`src/rtl/rv32i_hazard_unit.sv`:
```
// rv32i_hazard_unit
// Hazard controller for the five-stage RV32I pipeline. Produces the stage
// stall/flush controls, the EX operand forwarding selects and the four
// forwarding source buses.
// Optional feature macro: HAZARD_FWD_EN
//   defined   -> full forwarding network (EX/MEM ALU, PC+4, WB port, last write)
//   undefined -> forwarding outputs tied to zero, RAW hazards resolved by interlock

module rv32i_hazard_unit #(
    parameter logic [1:0] WB_SEL_MEM = 2'b01,
    parameter logic [1:0] WB_SEL_PC4 = 2'b10
) (
    input  logic        clk_i,
    input  logic        rst_ni,

    input  logic [31:0] ifid_instr_i,
    input  logic        ifid_valid_i,

    input  logic [4:0]  ex_rs1_addr_i,
    input  logic [4:0]  ex_rs2_addr_i,
    input  logic [4:0]  ex_rd_addr_i,
    input  logic        ex_regwrite_i,
    input  logic        ex_memread_i,
    input  logic        ex_valid_i,
    input  logic [1:0]  ex_wb_sel_i,

    input  logic        bj_taken_i,
    input  logic        mem_busy_i,

    input  logic [31:0] exmem_alu_result_i,
    input  logic [31:0] exmem_pc_i,

    input  logic        wbrf_regwrite_i,
    input  logic [4:0]  wbrf_rd_addr_i,
    input  logic [31:0] wbrf_wdata_i,

    output logic        stall_if_o,
    output logic        stall_id_o,
    output logic        stall_ex_o,
    output logic        stall_mem_o,
    output logic        flush_if_o,
    output logic        flush_id_o,
    output logic        flush_ex_o,
    output logic        flush_mem_o,

    output logic [2:0]  se0_o,
    output logic [2:0]  se1_o,
    output logic [31:0] fw_b_o,
    output logic [31:0] fw_c_o,
    output logic [31:0] fw_d_o,
    output logic [31:0] fw_e_o
);

    localparam logic [6:0] OPC_LUI    = 7'b0110111;
    localparam logic [6:0] OPC_AUIPC  = 7'b0010111;
    localparam logic [6:0] OPC_JAL    = 7'b1101111;
    localparam logic [6:0] OPC_OP     = 7'b0110011;
    localparam logic [6:0] OPC_BRANCH = 7'b1100011;
    localparam logic [6:0] OPC_STORE  = 7'b0100011;

    localparam logic [2:0] SEL_RF  = 3'd0;
    localparam logic [2:0] SEL_ALU = 3'd1;
    localparam logic [2:0] SEL_PC4 = 3'd2;
    localparam logic [2:0] SEL_WB  = 3'd3;
    localparam logic [2:0] SEL_LW  = 3'd4;

    typedef enum logic {
        RUN    = 1'b0,
        FROZEN = 1'b1
    } hz_state_e;

    typedef struct packed {
        logic       valid;
        logic [4:0] rd;
        logic       regwrite;
        logic       memread;
        logic [1:0] wb_sel;
    } mem_shadow_t;

    hz_state_e   state_q;
    hz_state_e   state_d;
    logic        bj_pend_q;
    logic        bj_pend_d;
    mem_shadow_t mem_q;

    logic [6:0]  id_opcode;
    logic [4:0]  id_rs1;
    logic [4:0]  id_rs2;
    logic        rs1_used;
    logic        rs2_used;
    logic        load_use;
    logic        data_hazard;
    logic        freeze;

    assign id_opcode = ifid_instr_i[6:0];
    assign id_rs1    = ifid_instr_i[19:15];
    assign id_rs2    = ifid_instr_i[24:20];

    // Freeze follows mem_busy_i directly so it lasts exactly the busy time
    assign freeze = mem_busy_i;

    logic unused_common;
    assign unused_common = ^{ifid_instr_i[31:25], ifid_instr_i[14:7], WB_SEL_MEM};

    // Decode which IF/ID source registers the instruction really reads (x0 never counts)
    always_comb begin
        rs1_used = 1'b1;
        rs2_used = 1'b0;
        case (id_opcode)
            OPC_LUI, OPC_AUIPC, OPC_JAL:     rs1_used = 1'b0;
            OPC_OP, OPC_BRANCH, OPC_STORE:   rs2_used = 1'b1;
            default:                         ;
        endcase
        if (id_rs1 == 5'd0) begin
            rs1_used = 1'b0;
        end
        if (id_rs2 == 5'd0) begin
            rs2_used = 1'b0;
        end
    end

    // Load data only exists after MEM, so a dependent IF/ID instruction must wait one slot
    always_comb begin
        load_use = 1'b0;
        if (ifid_valid_i && ex_valid_i && ex_memread_i && (ex_rd_addr_i != 5'd0)) begin
            load_use = (rs1_used && (id_rs1 == ex_rd_addr_i)) ||
                       (rs2_used && (id_rs2 == ex_rd_addr_i));
        end
    end

`ifdef HAZARD_FWD_EN

    typedef struct packed {
        logic        valid;
        logic [4:0]  rd;
        logic [31:0] data;
    } last_write_t;

    last_write_t lw_q;

    // One-deep memory of the previous register-file write, held while frozen
    always_ff @(posedge clk_i or negedge rst_ni) begin
        if (!rst_ni) begin
            lw_q <= '0;
        end else if (!freeze) begin
            lw_q.valid <= wbrf_regwrite_i && (wbrf_rd_addr_i != 5'd0);
            lw_q.rd    <= wbrf_rd_addr_i;
            lw_q.data  <= wbrf_wdata_i;
        end
    end

    function automatic logic [2:0] pick_source(
        input logic [4:0]  rs,
        input mem_shadow_t shadow,
        input logic        wb_wr,
        input logic [4:0]  wb_rd,
        input logic        lw_valid,
        input logic [4:0]  lw_rd
    );
        logic [2:0] sel;
        sel = SEL_RF;
        if (rs != 5'd0) begin
            if (shadow.valid && shadow.regwrite && !shadow.memread && (shadow.rd == rs)) begin
                sel = (shadow.wb_sel == WB_SEL_PC4) ? SEL_PC4 : SEL_ALU;
            end else if (wb_wr && (wb_rd == rs)) begin
                sel = SEL_WB;
            end else if (lw_valid && (lw_rd == rs)) begin
                sel = SEL_LW;
            end
        end
        return sel;
    endfunction

    // Youngest producer wins: EX/MEM result, then the WB port, then the last write
    always_comb begin
        se0_o = pick_source(ex_rs1_addr_i, mem_q, wbrf_regwrite_i, wbrf_rd_addr_i,
                            lw_q.valid, lw_q.rd);
        se1_o = pick_source(ex_rs2_addr_i, mem_q, wbrf_regwrite_i, wbrf_rd_addr_i,
                            lw_q.valid, lw_q.rd);
    end

    assign fw_b_o = exmem_alu_result_i;
    assign fw_c_o = exmem_pc_i + 32'd4;
    assign fw_d_o = wbrf_wdata_i;
    assign fw_e_o = lw_q.data;

    assign data_hazard = load_use;

`else

    logic raw_hazard;

    function automatic logic writer_match(
        input logic [4:0]  rs,
        input logic        ex_wr,
        input logic [4:0]  ex_rd,
        input mem_shadow_t shadow,
        input logic        wb_wr,
        input logic [4:0]  wb_rd
    );
        return (rs != 5'd0) &&
               ((ex_wr && (ex_rd == rs)) ||
                (shadow.valid && shadow.regwrite && (shadow.rd == rs)) ||
                (wb_wr && (wb_rd == rs)));
    endfunction

    // Without forwarding, any in-flight write to a used source holds IF/ID until it retires
    always_comb begin
        raw_hazard = (rs1_used && writer_match(id_rs1, ex_valid_i && ex_regwrite_i, ex_rd_addr_i,
                                               mem_q, wbrf_regwrite_i, wbrf_rd_addr_i)) ||
                     (rs2_used && writer_match(id_rs2, ex_valid_i && ex_regwrite_i, ex_rd_addr_i,
                                               mem_q, wbrf_regwrite_i, wbrf_rd_addr_i));
    end

    assign se0_o  = 3'd0;
    assign se1_o  = 3'd0;
    assign fw_b_o = 32'd0;
    assign fw_c_o = 32'd0;
    assign fw_d_o = 32'd0;
    assign fw_e_o = 32'd0;

    assign data_hazard = load_use || raw_hazard;

    logic unused_nofwd;
    assign unused_nofwd = ^{mem_q.memread, mem_q.wb_sel, exmem_alu_result_i, exmem_pc_i,
                            wbrf_wdata_i, ex_rs1_addr_i, ex_rs2_addr_i, WB_SEL_PC4};

`endif

    // Mode register and the branch flush owed from a busy period
    always_ff @(posedge clk_i or negedge rst_ni) begin
        if (!rst_ni) begin
            state_q   <= RUN;
            bj_pend_q <= 1'b0;
        end else begin
            state_q   <= state_d;
            bj_pend_q <= bj_pend_d;
        end
    end

    // Next mode plus stall/flush decision: freeze, then branch flush, then data hazard
    always_comb begin
        state_d     = state_q;
        bj_pend_d   = bj_pend_q;
        stall_if_o  = 1'b0;
        stall_id_o  = 1'b0;
        stall_ex_o  = 1'b0;
        stall_mem_o = 1'b0;
        flush_if_o  = 1'b0;
        flush_id_o  = 1'b0;
        flush_ex_o  = 1'b0;
        flush_mem_o = 1'b0;

        case (state_q)
            RUN:    if (mem_busy_i)  state_d = FROZEN;
            FROZEN: if (!mem_busy_i) state_d = RUN;
        endcase

        if (!rst_ni) begin
            bj_pend_d = 1'b0;
        end else if (freeze) begin
            stall_if_o  = 1'b1;
            stall_id_o  = 1'b1;
            stall_ex_o  = 1'b1;
            stall_mem_o = 1'b1;
            bj_pend_d   = bj_pend_q | bj_taken_i;
        end else if (bj_taken_i || bj_pend_q) begin
            flush_if_o = 1'b1;
            flush_id_o = 1'b1;
            bj_pend_d  = 1'b0;
        end else if (data_hazard) begin
            stall_if_o = 1'b1;
            flush_id_o = 1'b1;
        end
    end

    // Shadow of the instruction that has moved from EX into MEM
    always_ff @(posedge clk_i or negedge rst_ni) begin
        if (!rst_ni) begin
            mem_q <= '0;
        end else if (flush_ex_o) begin
            mem_q <= '0;
        end else if (!stall_ex_o) begin
            mem_q.valid    <= ex_valid_i;
            mem_q.rd       <= ex_rd_addr_i;
            mem_q.regwrite <= ex_regwrite_i;
            mem_q.memread  <= ex_memread_i;
            mem_q.wb_sel   <= ex_wb_sel_i;
        end
    end

endmodule

```
`config.mk`:
```
export PLATFORM = sky130hd
export DESIGN_NAME = rv32i_hazard_unit
export DESIGN_NICKNAME = d
export VERILOG_FILES = /design/src/rtl/rv32i_hazard_unit.sv
export SDC_FILE = /design/constraint.sdc
export NUM_CORES = 1
export LEC_CHECK = 0
export BUFFER_PORTS_ARGS = -buffer_cell sky130_fd_sc_hd__buf_2
export CELL_PAD_IN_SITES_DETAIL_PLACEMENT = 0
export CELL_PAD_IN_SITES_GLOBAL_PLACEMENT = 1
export CORE_AREA = 5 5 114 116
export CTS_CLUSTER_DIAMETER = 150
export DETAILED_ROUTE_END_ITERATION = 10
export DIE_AREA = 0 0 119 121
export PLACE_DENSITY_LB_ADDON = 0.1
export SYNTH_ARGS = -nofsm -noshare
export SYNTH_HDL_FRONTEND = slang
export SYNTH_SLANG_ARGS = --single-unit
```
`constraint.sdc`:
```
create_clock -name clk_i -period 2.2 [get_ports clk_i]
set_input_delay 0.44 -clock clk_i [delete_from_list [all_inputs] [get_ports clk_i]]
set_output_delay 0.44 -clock clk_i [all_outputs]
set_load 0.01 [all_outputs]
```
==> metrics.yaml <==
cts_tree: "yes"
dr.pass1.iters: 2
setup_violations: 2
grtUsageMet1_pct: 7.129
grt_pass1_wl_um: 5809
start_util_pct: 15.56
fin_area_sq_um: 1949
num_vias: 1198
layout-drive-gt1-share_pct: 25.18
fp.dieArea_sq_um: 14400
synth_area_per_cell_sq_um: 8.133
r2r_start: "mem_q[8]"
ir_drop_mv: 0.1640
failed_checks: "negative setup slack"
grtUsageMet3_pct: 1.026
timing.final.crit_share_pct: 105.3
rr_endpoint: "mem_q[8]"
grt_util_met2_pct: 8.195
coreArea_sq_um: 11810
yosys-top-cells-area: "buf_4 (56%), xnor2_1 (13%), dfrtp_1 (11%), mux2_1 (4.3%), nand4_1 (2.0%)"
syn_inst: 226
numCtsBuffers: 3
cpLargestDelayFamily: "compound AO/OA/AOI/OAI gates"
cts_buffer_depth: 2
power_leakage_nw: 1.004
ctsRootBufferMaster: "clkbuf_16"
finalCriticalPeriod_ns: 2.316
async_flop_share_pct: 100.0
rr_worst_depth: 1
drc: 0
fin_util_pct: 16.50
synth_cell_types: 28
antenna_found_initial: 0
grt_max_degree: 12
placed_area_sq_um: 1810
required_ns: 1.76
grt_pass1_vias: 1076
synth_top_cell_by_area: "buf_4"
finalHoldViolCount: 0
antenna_left: 0
max-cap-violations: 0
area_growth_syn_to_layout_pct: 6.059
path_cells: "buf_6 -> or4_4 -> o22a_1 -> a22oi_2 -> o21a_1 -> a21oi_2 -> buf_2"
ios: 301
path_buf_inv: 2
port_buffers: 41
diodes: 0
clock-skew-final_ns: 0
post_drt_wl_per_cell_um: 10.38
max_stage_delay_ns: 0.53
final_cells: 429
synth-main-ff-cell: "dfrtp_1"
power_w: 0.0007939
synth-seq-cells: 8
htree_levels: 1
clkTransAtPathRegs_ns: 0.04
yosys_warnings: 0
clk_latency_ns: 0.23
grt_setup_unrepaired: "true"
critPathArrivalTime_ns: 1.88
max_clock_freq_mhz: 431.7
layout.nets: 443
setup-tns-final_ns: -0.1756
fin_ws_ns: -0.1164
hpwlAfterDp_um: 4223
cp-start-kind: "input pin"
die_x_um: 119
path_class: "input pin to primary output"
clock_sinks: 8
end_kind: "primary output"
synth_commonest_cells: "buf_4 (138), xnor2_1 (28), dfrtp_1 (8)"
cts_hold_buf: 0
r2r_slack_ns: 1.37
synth_area_sq_um: 1838
cts_setup_buffers: 0
synth_top_cell_area_share_pct: 56.36
gr-usage-all-layers_pct: 5.188
overflow: 0
cp_slowest_cell: "or4_4"
drt_iter0_drc: 33
worstPathMaxFanout: 2
synth_edf_count: 0
drv_slew: 0
synth.most_common_cell: "buf_4"
busiest_layer: "met2"
gp_routability_congestion: 0.6993
dp.cells: 426
status: "complete, but fails checks"
routed_via_density: 2.793
rows: 40
min_path_type: "input pin to asynchronous set/reset pin"
chipHeight_um: 121
ys_seq_area_share_pct: 10.89
wirelength_um: 4453
power_density_nw_per_um2: 407.3
==> cells in the final DEF, fill, tap and decap left out, types with 2 or more instances in the layout <==
master     instances
conb_1           136
buf_2             38
xnor2_1           25
buf_4             15
dfrtp_1            8
mux2_1             7
nand4_1            6
nand2_1            5
nor2_1             4
nand3_1            4
xnor2_2            3
clkbuf_16          3
buf_6              3
nor3b_1            2
or4_4              2
xor2_1             2
a21oi_2            2
o21ai_1            2
o22ai_1            2
==> sequential cells by signal, indices dropped and copies added, names as in the netlist <==
signal	count
bj_pend_q	1
mem_q	7
==> layer usage <==
| layer | part of all wire (%) | wire length (um) | up-vias |
|---|---|---|---|
| met3 | 11 | 480 | 2 |
| met5 | 0 | 0 | - |
| met2 | 46 | 2044 | 100 |
| li1 | - | - | 573 |
| met1 | 43 | 1912 | 523 |
| met4 | 0.36 | 16 | 0 |
==> worst max path at each step <==
stage / start / to / slack, ns / depth (start not counted)
final: ifid_instr_i[19] / flush_id_o / -0.12 / 7
after global placement: ifid_instr_i[16] / flush_id_o / -0.24 / 7
after floorplan: ifid_instr_i[16] / stall_if_o / 0.22 / 5
after detailed placement: ifid_instr_i[16] / flush_id_o / -0.22 / 7
after global routing: ifid_instr_i[19] / flush_id_o / -0.19 / 7
after CTS: ifid_instr_i[19] / flush_id_o / -0.15 / 7
==> what timing repair did <==
action	CTS	global route
endpoints found under the setup margin	2	2
gates resized for setup	14	0
pin swaps	9	1
==> through the flow <==
step | hold slack, ns | setup WS [ns]
floorplan | 0.1444 | 0.2165
global placement | 0.3414 | -0.2357
detailed placement | 0.3404 | -0.2231
CTS | 0.09502 | -0.1525
global route | 0.1022 | -0.1932
finish | 0.08106 | -0.1164
==> power breakdown <==
part / switching [W] / internal (W) / total [W]
sequential: 0.0000122 / 0.000160 / 0.000172
clock: 0.0000725 / 0.000234 / 0.000307
combinational: 0.000204 / 0.000111 / 0.000315
total: 0.000289 / 0.000505 / 0.000794
==> final cells by class <==
type	instances	area, sq um
fill	1358	9862
inverter	1	3.754
sequential	8	200.2
tap	147	183.9
clock buffer	3	75.07
multi-input combinational	214	1150
timing repair buffer	56	336.6
==> logic make-up (layout without fill, tap and decap cells) <==
| logic type | after synthesis | after routing | synth area share [%] |
|---|---|---|---|
| xor+xnor | 30 | 30 | 14.30 |
| simple gates | 29 | 29 | 9.054 |
| buf+inv | 139 | 60 | 56.57 |
| flops | 8 | 8 | 10.89 |
| other cells | 1 | 136 | 0.2040 |
| compound gates | 12 | 12 | 4.697 |
| mux | 7 | 7 | 4.289 |
No activity file was read; power rests on OpenSTA's default activity.
